$ cat src/rtl/core_pkg.sv
// Shared types and constants for the core sequencer: FSM state encoding,
// default widths, the halt opcode and a saturating counter helper.
package core_pkg;

  localparam int PC_W_DFLT = 10;
  localparam int OP_W_DFLT = 6;
  localparam logic [5:0] HALT_OP = 6'b111111;

  localparam logic [15:0] CNT_MAX = 16'hFFFF;

  typedef enum logic [2:0] {
    ST_IDLE   = 3'd0,
    ST_FETCH  = 3'd1,
    ST_DECODE = 3'd2,
    ST_EXEC   = 3'd3,
    ST_MEM    = 3'd4,
    ST_WB     = 3'd5,
    ST_HALT   = 3'd6
  } state_e;

  // Counters stick at all-ones instead of wrapping back to zero.
  function automatic logic [15:0] sat_inc(input logic [15:0] v);
    return (v == CNT_MAX) ? v : v + 16'd1;
  endfunction

endpackage

$ cat src/rtl/core_sequencer_if.sv
// Control bundle between the sequencer FSM and the program counter unit.
// The FSM state travels on this bundle, so it doubles as the debug view of the FSM.
interface core_sequencer_if #(
  parameter int PC_W = core_pkg::PC_W_DFLT
);
  import core_pkg::*;

  // Not a valid/ready handshake: the FSM drives state/start/take_br/target every
  // cycle and the pc unit acts on them at the next rising edge; pc is registered.
  state_e          state;
  logic            start;
  logic            take_br;
  logic [PC_W-1:0] target;
  logic [PC_W-1:0] pc;

  modport master (output state, output start, output take_br, output target, input pc);
  modport slave  (input state, input start, input take_br, input target, output pc);

endinterface

$ cat src/rtl/pc_unit.sv
// Program counter register: cleared when a program starts, and at write-back it
// either takes the branch target or advances by one, wrapping at 2^PC_W.
module pc_unit #(
  parameter int PC_W = core_pkg::PC_W_DFLT
) (
  input  logic             clk,
  input  logic             rst,
  core_sequencer_if.slave  bus
);
  import core_pkg::*;

  logic [PC_W-1:0] pc_q;
  logic [PC_W-1:0] pc_d;

  always_comb begin
    pc_d = pc_q;
    if (bus.state == ST_WB) begin
      pc_d = bus.take_br ? bus.target : pc_q + PC_W'(1);
    end else if ((bus.state == ST_IDLE || bus.state == ST_HALT) && bus.start) begin
      pc_d = '0;
    end
  end

  always_ff @(posedge clk) begin
    if (rst) begin
      pc_q <= '0;
    end else begin
      pc_q <= pc_d;
    end
  end

  assign bus.pc = pc_q;

endmodule

$ cat src/rtl/core_sequencer.sv
// Multi-cycle instruction sequencer: fetch, decode, execute, optional memory
// access and write-back over a shared memory, with busy/retired counters.
module core_sequencer #(
  parameter int              PC_W    = core_pkg::PC_W_DFLT,
  parameter int              OP_W    = core_pkg::OP_W_DFLT,
  parameter logic [OP_W-1:0] HALT_OP = core_pkg::HALT_OP
) (
  input  logic            Clk,
  input  logic            Reset,
  input  logic            Start,
  input  logic [OP_W-1:0] opcode,
  input  logic            dec_mem_read,
  input  logic            dec_mem_write,
  input  logic            dec_branch,
  input  logic            dec_reg_write,
  input  logic            br_taken,
  input  logic [PC_W-1:0] br_target,
  input  logic            mem_ready,
  output logic [PC_W-1:0] pc,
  output logic            mem_req,
  output logic            mem_we,
  output logic            mem_addr_sel,
  output logic            ir_we,
  output logic            reg_we,
  output logic            busy,
  output logic            Ack,
  output logic [15:0]     cycle_count,
  output logic [15:0]     instr_count
);
  import core_pkg::*;

  state_e      state_q;
  state_e      state_d;
  logic [15:0] cyc_q;
  logic [15:0] cyc_d;
  logic [15:0] ins_q;
  logic [15:0] ins_d;

  core_sequencer_if #(.PC_W(PC_W)) pc_bus ();

  assign pc_bus.state   = state_q;
  assign pc_bus.start   = Start;
  assign pc_bus.take_br = dec_branch & br_taken;
  assign pc_bus.target  = br_target;
  assign pc             = pc_bus.pc;

  pc_unit #(.PC_W(PC_W)) u_pc_unit (
    .clk (Clk),
    .rst (Reset),
    .bus (pc_bus.slave)
  );

  always_ff @(posedge Clk) begin
    if (Reset) begin
      state_q <= ST_IDLE;
      cyc_q   <= '0;
      ins_q   <= '0;
    end else begin
      state_q <= state_d;
      cyc_q   <= cyc_d;
      ins_q   <= ins_d;
    end
  end

  always_comb begin
    state_d      = state_q;
    cyc_d        = cyc_q;
    ins_d        = ins_q;
    mem_req      = 1'b0;
    mem_we       = 1'b0;
    mem_addr_sel = 1'b0;
    ir_we        = 1'b0;
    reg_we       = 1'b0;
    busy         = 1'b0;
    Ack          = 1'b0;

    case (state_q)
      ST_IDLE: begin
        if (Start) begin
          state_d = ST_FETCH;
          cyc_d   = '0;
          ins_d   = '0;
        end
      end
      ST_FETCH: begin
        busy    = 1'b1;
        mem_req = 1'b1;
        if (mem_ready) begin
          ir_we   = 1'b1;
          state_d = ST_DECODE;
        end
      end
      ST_DECODE: begin
        busy    = 1'b1;
        state_d = (opcode == HALT_OP) ? ST_HALT : ST_EXEC;
      end
      ST_EXEC: begin
        busy    = 1'b1;
        state_d = (dec_mem_read | dec_mem_write) ? ST_MEM : ST_WB;
      end
      ST_MEM: begin
        busy         = 1'b1;
        mem_req      = 1'b1;
        mem_addr_sel = 1'b1;
        mem_we       = dec_mem_write;
        if (mem_ready) begin
          state_d = ST_WB;
        end
      end
      ST_WB: begin
        busy    = 1'b1;
        // A store never writes the register file, even if the decoder flags it.
        reg_we  = dec_reg_write & ~dec_mem_write;
        ins_d   = sat_inc(ins_q);
        state_d = ST_FETCH;
      end
      ST_HALT: begin
        Ack = 1'b1;
        if (Start) begin
          state_d = ST_FETCH;
          cyc_d   = '0;
          ins_d   = '0;
        end
      end
      default: begin
        state_d = ST_IDLE;
      end
    endcase

    if (busy) begin
      cyc_d = sat_inc(cyc_q);
    end
  end

  assign cycle_count = cyc_q;
  assign instr_count = ins_q;

endmodule

$ cat config.mk
export PLATFORM = sky130hd
export DESIGN_NAME = core_sequencer
export DESIGN_NICKNAME = d
export VERILOG_FILES = /design/src/rtl/core_pkg.sv /design/src/rtl/core_sequencer_if.sv /design/src/rtl/pc_unit.sv /design/src/rtl/core_sequencer.sv
export SDC_FILE = /design/constraint.sdc
export NUM_CORES = 1
export LEC_CHECK = 0
export ABC_AREA = 0
export CAP_MARGIN = 30
export CORE_ASPECT_RATIO = 1.1
export CORE_UTILIZATION = 57
export DETAILED_ROUTE_END_ITERATION = 8
export DONT_BUFFER_PORTS = 1
export HOLD_SLACK_MARGIN = 0.03
export PLACE_DENSITY_LB_ADDON = 0.12
export SLEW_MARGIN = 20
export SYNTH_ARGS = -nofsm -noshare
export SYNTH_HDL_FRONTEND = slang
export SYNTH_SLANG_ARGS = --single-unit
$ cat constraint.sdc
create_clock -name Clk -period 2 [get_ports Clk]
set_clock_uncertainty 0.1 [all_clocks]
set_input_delay 0.5 -clock Clk [delete_from_list [all_inputs] [get_ports Clk]]
set_output_delay 0.5 -clock Clk [all_outputs]
set_load 0.005 [all_outputs]
-- Word level (Yosys, flattened, before mapping)
Cells that the tools add are included.
- flip-flop bits (word level): 45
- input bits: 25
- word-level logic and storage cells: 61
- add/subtract/negate cells: 3
- equal/unequal tests: 14
- mux-type cells: 23
- bitwise logic cells: 4
- reduce and logical (&&, ||, !) cells: 13
- operator list (operator ; number):
    16-bit 2-to-1 mux ; 5
    16-bit by 1-bit adder with 16-bit output, second input constant ; 2
    16-bit == test, second input constant ; 2
    16-bit one-hot mux with 2 select lines ; 1
    10-bit 2-to-1 mux ; 3
    3-bit one-hot mux with 6 select lines ; 1
    3-bit 2-to-1 mux ; 4
    10-bit by 1-bit adder with 10-bit output, second input constant ; 1
    3-bit == test, second input constant ; 3
    1-bit 2-to-1 mux ; 9
    3-bit AND reduction ; 3
    2-bit inequality test, second input constant ; 4
    2-bit nonzero test ; 4
    3-bit by 2-bit == test with 1-bit output, second input constant ; 2
    6-bit == test, second input constant ; 1
    5-bit OR reduction ; 1
    2-bit OR reduction ; 2
    3-bit by 1-bit == test with 1-bit output, second input constant ; 1
    3-bit zero test ; 1
    1-bit bitwise AND ; 2
    2-bit by 1-bit inequality test with 1-bit output, second input constant ; 1
    1-bit logical AND ; 1
    1-bit logical OR ; 1
    1-bit NOT ; 1
    1-bit bitwise OR ; 1

-- Logic depth before layout (Yosys ltp)
Gate-level depths: netlist of the first run.
- word-level depth: 5
- depth in mapped cells: 7
- gate-level depth less buffers: 6

-- Hierarchy
A second synthesis of the first run with hierarchy kept.
- cells, all modules: 336
- area total of the unflattened synthesis: 2728.9 µm²
- modules (own cells, without submodules) (module ; instances ; cells an instance ; area each (µm²) ; seq. area each (µm²)):
    core_sequencer ; 1 ; 258 ; 2109.5 ; 700.7
    pc_unit ; 1 ; 78 ; 619.3 ; 200.2

-- Worst setup path before layout of the first run
Ideal clock, no wire load.
- path kind: register to register
- start point: register ins_q[0] (netlist: instr_count[0])
- end point: register ins_q[7] (netlist: instr_count[7])
- arrival: 1713 ps
- data required time: 1830 ps
- slack: 116 ps
- cell stages (with the launch flop): 7
- buffers on the path: 0
- clock period less this slack: 1884 ps
- cell sequence: dfxtp_1 ha_1 nand3_1 nor4_4 a41o_4 or4_1 a21oi_1
- cells in the longest elaborated chain, start to end: 3
- elaborated cells on any way between the ends: 6
- those cells by class: add/sub: 1; eq/ne: 2; mux: 2; reduce/logical: 1
- RTL lines (what ; line ; source):
    start, declared ; core_sequencer.sv:36 ; logic [15:0] ins_q;
    start signal, assigned ; core_sequencer.sv:61 ; ins_q <= ins_d;
    16-bit by 1-bit adder with 16-bit output or 16-bit == test (tied branches) ; core_pkg.sv:23 ; return (v == CNT_MAX) ? v : v + 16'd1;
    16-bit 2-to-1 mux or 2-bit inequality test (tied branches) ; n/a ;
    16-bit one-hot mux with 2 select lines or 3-bit AND reduction (tied branches) ; n/a ;
Parallel ways exist; a longest one is shown, timed or not. The select of a mux whose other input is x is not followed.
A chain may end at the register's enable or synchronous reset.

-- Worst setup path after layout of the first run
- start point: register state_q[2] (netlist: pc_bus.state[2])
- end point: register ins_q[12] (netlist: instr_count[12])
- cells in the longest elaborated chain, start to end: 4
- elaborated cells on any way between the ends: 9
- those cells by class: eq/ne: 4; mux: 1; reduce/logical: 4
- RTL lines (what ; line ; source):
    start, declared ; core_sequencer.sv:32 ; state_e state_q;
    start signal, assigned ; core_sequencer.sv:59 ; state_q <= state_d;
    3-bit == test or 3-bit zero test (tied branches) ; core_sequencer.sv:77 ; case (state_q)
    2-bit OR reduction (no source line) ; n/a ;
    2-bit by 1-bit inequality test with 1-bit output (no source line) or 2-bit nonzero test (tied branches) ; n/a ;
    3-bit AND reduction (no source line) ; n/a ;
Parallel ways exist; a longest one is shown, timed or not.

==> results of run 1 <==
## cells in the mapped netlist (all sizes together), types with 3 or more instances
master / count
nor4b: 3
and3: 5
nand2b: 5
a22oi: 4
o21ai: 22
inv: 8
a31oi: 3
a21oi: 29
nand4b: 4
clkbuf: 11
a41oi: 3
dfxtp: 45
nor4: 10
xnor2: 13
nor3b: 4
or2: 3
nand4: 11
ha: 3
a22o: 3
nand3: 11
or4: 4
nor3: 11
nor2: 42
nand2: 34
o31ai: 4
buf: 6
## cells by family (layout without fill, tap and decap cells)
group	after synthesis	count (layout)	synth area share [%]
muxes	1	1	0.430
adders and majority gates	3	3	1.43
AOI/OAI and AO/OA	85	85	21.5
DFF	45	45	34.4
buffers and inverters	25	49	4.40
xor gates and xnor gates	15	15	5.31
and+or+nand+nor	156	156	32.5
## per-layer routing
layer	track usage, %	share of wire (%)	up-vias
met5	0	0	-
met3	8.44	6.6	13
met4	8.98	1.8	0
met1	31.9	43	1183
met2	47.4	48	75
li1	-	-	1262
## cell type report
cell class | count | area [µm²] | area share (%)
clock buffers | 7 | 86.3 | 2.89
well taps | 54 | 67.6 | 2.26
flip-flops and latches | 45 | 911 | 30.4
repair buffers | 34 | 255 | 8.53
inverters | 8 | 30.0 | 1.00
multi-input cells | 260 | 1640 | 54.9
## what timing repair did
item	4_1_cts	5_1_grt
setup endpoints to repair	4	12
endpoints found under the hold margin	0	0
gates resized for setup	3	11
pin swaps	0	2
setup buffers	0	1
## per-stage QoR
step	instance area (µm²)	setup TNS, ns	hold slack, ns	cells	setup WS [ns]
finish	2990	0	0.147	408	0.0596
global route	2990	0	0.144	408	0.00678
CTS	2940	0	0.150	407	0.0140
detailed placement	2850	-0.0225	0.419	400	-0.0225
global placement	2850	0	0.416	400	0.0200
floorplan	2620	0	0.376	330	0.116
## worst max path at each step
stage,endpoint,from
4_1_cts,mem_we,pc_bus.state[0]
2_1_floorplan,instr_count[7],instr_count[0]
3_5_place_dp,instr_count[12],pc_bus.state[2]
5_1_grt,instr_count[12],instr_count[0]
6_report,instr_count[12],pc_bus.state[2]
3_3_place_gp,instr_count[12],pc_bus.state[2]
## power groups by stage
stage | Sequential [mW] | Combinational, mW | Clock (mW)
6_report | 0.938 | 0.316 | 0.586
5_1_grt | 0.943 | 0.351 | 0.620
4_1_cts | 0.936 | 0.308 | 0.596
3_5_place_dp | 0.955 | 0.307 | 0
3_3_place_gp | 0.955 | 0.298 | 0
2_1_floorplan | 0.944 | 0.242 | 0
## sequential cells by signal (all words and copies together) (netlist names)
signal            count
pc_bus.state          3
instr_count          16
u_pc_unit.bus.pc     10
cycle_count          16
## worst max-delay path: cells and delay by family, from the launching register on
kind            cells  cell delay (ns)
xor+xnor            1             0.19
compound gates      3             0.68
flops               1             0.38
simple gates        1             0.53
==> results.ini, run 1 <==
[status]
status = complete, no violations

[final_layout]
nFillCells = 392
layout_common_cells = nor2_1 (41), dfxtp_1 (39), nand2_1 (34), buf_4 (34), a21oi_1 (28)
drive_gt1_share_pct = 18.6
nNetsFinal = 382
diodes = 0
area_delta_synth_final_pct = 14.3
final_util_pct = 68.8
layout_commonest_cell = nor2_1

[worst_setup_path]
cp_slowest_cell = or4_1
end_kind = register
r2r_cells = 5
arrival_ns = 2.07
critical_path_required_ns = 2.13
r2r-start = pc_bus.state[2]
crit_type = reg2reg
reg2reg_slack_ns = 0.06
cp_max_fo = 11
critPathMaxStageDelay_ns = 0.53
startpoint_type = register
reg2reg_to = instr_count[12]
path_cells = xor2_2 -> o21a_4 -> a41o_4 -> or4_1 -> a21oi_2

[floorplan]
io_pins = 74
die_h_um = 73.1
core_um2 = 4350
initial_core_util_pct = 60.2
die_w_um = 66.6
rows = 25
dieArea_um2 = 4870

[cts]
clock_sinks = 45
clock-root-buffer = clkbuf_8
cts_inserted_buffers = 5
clk_pin_slew_ns = 0.09
clk_latency_ns = 0.30
hold_buffers = 0
cts_tree = built
htreeDepth = 2
clockBufferDepth = 2

[pwr]
power_frac_clock_pct = 31.8
p_leak_nw = 1.02
switching_share_pct = 28.3
peakVddDrop_uv = 407
pwr-share-comb_pct = 17.2
p_total_mw = 1.84
p_sw_mw = 0.520
p_per_area_nw_per_um2 = 615
p_int_mw = 1.32
seq_power_share_pct = 51.0

[timing]
tightest_slew_ns = 0.594
maxSlewViolCount = 0
slew_headroom_pct = 60.1
finalSetupViolCount = 0
max_freq_ghz = 0.515
period_needed_ns = 1.94
finalCritPeriodShare_pct = 97.0
finalHoldViolCount = 0
rsz0062_at_grt = no

[yosys]
syn_nets = 358
yosys.area.top_type_share_pct = 34.4
avgSynthCellArea_um2 = 7.93
ys_top_cells_by_area = dfxtp_1 (34%), nor2_1 (6.0%), a21oi_1 (5.5%)
yosysSeqAreaShare_pct = 34.4
ys_warn_count = 0
synth_edf_count = 0
yosys.area.top_type = dfxtp_1
synth_async_sr_flop_share_pct = 0
yosys_most_used_dff = dfxtp_1
synth_area_um2 = 2620
ys_seq_elements = 45
synthCells = 330
ys_types = 60

[worst_hold_path]
hold_path.class = in2reg
worstHoldStart = Reset
hold_path_depth = 1
hold_path_end = instr_count[1]

[detailed_routing]
wl_per_cell_um = 15.7
num_vias = 2533
wl_um = 6400
dr.pass1.iters = 4
drt_iter0_drc = 175
antenna_left = 0
detail_route.vias_per_cell = 6.21
drcViolationCount = 0

[place]
port-buffer-count = 0
hpwl_um = 4500
gp_congestion = 0.823

[grt]
grt_overflow = 0
grt_max_degree = 32
grt_antenna_before_repair = 0
grt_pass1_vias = 2390
grt_pass1_wl_um = 10500
track_usage_pct = 27.4

[job]
max-cap-violations = 0

No activity file was read; power rests on OpenSTA's default activity.
==> run 2, diff against run 1 <==
--- a/config.mk
+++ b/config.mk
@@ -6,7 +6,6 @@
 export NUM_CORES = 1
 export LEC_CHECK = 0
 export ABC_AREA = 0
-export CAP_MARGIN = 30
 export CORE_ASPECT_RATIO = 1.1
 export CORE_UTILIZATION = 57
 export DETAILED_ROUTE_END_ITERATION = 8
==> constraint.sdc (replaced) <==
create_clock -name Clk -period 2 [get_ports Clk]
set_clock_uncertainty 0.1 [all_clocks]
set_input_delay 0.5 -clock Clk [delete_from_list [all_inputs] [get_ports Clk]]
set_output_delay 0.5 -clock Clk [all_outputs]
set_load 0.02 [all_outputs]
==> results.ini, run 2 (same netlist as run 1, synthesis figures left out) <==
[status]
status = complete, no violations

[floorplan]
die_w_um = 66.6  ; unchanged
dieArea_um2 = 4870  ; unchanged
io_pins = 74  ; unchanged
rows = 25  ; unchanged
initial_core_util_pct = 60.2  ; unchanged
die_h_um = 73.1  ; unchanged
core_um2 = 4350  ; unchanged

[timing]
finalSetupViolCount = 0  ; unchanged
fin_tns_setup_ns = 0  ; unchanged
tightest_slew_ns = 0.672  ; +0.0780 ns
slew_headroom_pct = 54.7  ; -5.4 points
finalHoldViolCount = 0  ; unchanged
maxSlewViolCount = 0  ; unchanged
rsz0062_at_grt = no
finalCritPeriodShare_pct = 96.7  ; -0.33 points
max_freq_ghz = 0.517  ; +0.34%
period_needed_ns = 1.93  ; -0.00663 ns

[final_layout]
nFillCells = 354  ; -9.7%
diodes = 0  ; unchanged
drive_gt1_share_pct = 24.1  ; +5.5 points
layout_common_cells = buf_4 (59), nor2_1 (41), dfxtp_1 (40)
fin_cells = 435  ; +6.6%
area_delta_synth_final_pct = 22.5
nNetsFinal = 408  ; +6.8%
final_util_pct = 73.7  ; +4.9 points
layout_commonest_cell = buf_4

[grt]
grt_max_degree = 32  ; unchanged
grt_antenna_before_repair = 0  ; unchanged
grt_pass1_vias = 2457  ; +2.8%
grt_pass1_wl_um = 10600  ; +0.27%
track_usage_pct = 27.6  ; +0.13 points
grt_overflow = 0  ; unchanged

[detailed_routing]
wl_per_cell_um = 15.0  ; -4.3%
wl_um = 6520  ; +2.0%
num_vias = 2658  ; +4.9%
detail_route.vias_per_cell = 6.11  ; -1.6%
drt_iter0_drc = 176  ; +0.57%
dr.pass1.iters = 4  ; unchanged
antenna_left = 0  ; unchanged
drcViolationCount = 0  ; unchanged

[worst_setup_path]
end_kind = output pin
cp_max_fo = 8  ; -3
arrival_ns = 1.33  ; -0.74 ns
startpoint_type = register
r2r-start = pc_bus.state[2]
critical_path_required_ns = 1.40  ; -0.73 ns
worstSetupStartpoint = pc_bus.state[1]
reg2reg_slack_ns = 0.10  ; +0.04 ns
r2r_cells = 5  ; unchanged
reg2reg_to = instr_count[8]
crit_type = reg2out

[place]
port-buffer-count = 0  ; unchanged
hpwl_um = 4810  ; +6.9%
place_inst = 427  ; +6.8%
gp_congestion = 0.840  ; +2.0%

[cts]
clk_pin_slew_ns = 0.08  ; about the same
clockBufferDepth = 2  ; unchanged
clock-root-buffer = clkbuf_8
htreeDepth = 2  ; unchanged
cts_tree = built
clk_latency_ns = 0.31  ; about the same
clock_sinks = 45  ; unchanged
cts_inserted_buffers = 5  ; unchanged
cts_setup_buffers = 0  ; unchanged

[worst_hold_path]
worstHoldStart = Reset
hold_path_end = instr_count[1]
hold_path_depth = 1  ; unchanged
hold_path.class = in2reg

[job]
max-cap-violations = 0  ; unchanged

[pwr]
p_leak_nw = 1.19  ; +16%
p_per_area_nw_per_um2 = 635  ; +3.3%
peakVddDrop_uv = 458  ; +13%

## run 2: changes by cell type in the layout (fill, tap and decap cells not counted), sizes merged
cell / change
bufinv: +1
clkinvlp: +1
buf: +26
clkbuf: -1
## run 2: report_power, final
group / switching, mW / internal, mW
registers: 0.0177 / 0.912
clock network: 0.323 / 0.406
logic: 0.219 / 0.157
total: 0.560 / 1.48
## run 2: metrics by stage
stage                     instance area, µm²  power (mW)  hold slack (ns)  worst slack [ns]
after floorplan                         2620        1.21            0.404           0.00136
after detailed placement                3070        1.32            0.468            0.0233
after CTS                               3190        2.04            0.145           0.00545
after global placement                  3070        1.31            0.464            0.0917
after global routing                    3210        2.12            0.144           0.00320
final                                   3210        2.04            0.148            0.0662
## run 2: cell type report
class / count / area (µm²) / share of cell area, %
Timing Repair Buffer: 60 / 463 / 14.4
Inverter: 8 / 30.0 / 0.937
Clock buffer: 6 / 82.6 / 2.58
Tap cell: 54 / 67.6 / 2.11
Multi-Input combinational cell: 260 / 1620 / 50.4
Clock inverter: 2 / 37.5 / 1.17
Sequential cell: 45 / 910 / 28.4
## run 2: timing repair
| action | in CTS | in global routing |
|---|---|---|
| resized for setup | 3 | 5 |
| hold buffers | 0 | 0 |
| pin swaps | 0 | 1 |
| setup endpoints to repair | 3 | 10 |
## run 2: layer usage
layer  track usage, %  up-vias  routed length [µm]
li1                 -     1316                   -
met4             10.4        0                 112
met1             31.5     1238                2690
met5                0        -                   0
met3             8.13       11                 466
met2             47.8       93                3260
## run 2: critical path, cell delays in order, from the launching register on
cell	delay, ns
dfxtp_2	0.36
nand3b_4	0.16
buf_4	0.17
nor3b_2	0.17
buf_4	0.16
## run 2: how the worst max path moves through the flow
| stage | depth (start not counted) | slack, ns | to |
|---|---|---|---|
| 3_3_place_gp | 5 | 0.09 | instr_count[8] |
| 5_1_grt | 6 | 0.003 | instr_count[12] |
| 4_1_cts | 7 | 0.005 | instr_count[12] |
| 6_report | 4 | 0.07 | reg_we |
| 3_5_place_dp | 7 | 0.02 | instr_count[12] |
| 2_1_floorplan | 7 | 0.001 | instr_count[12] |
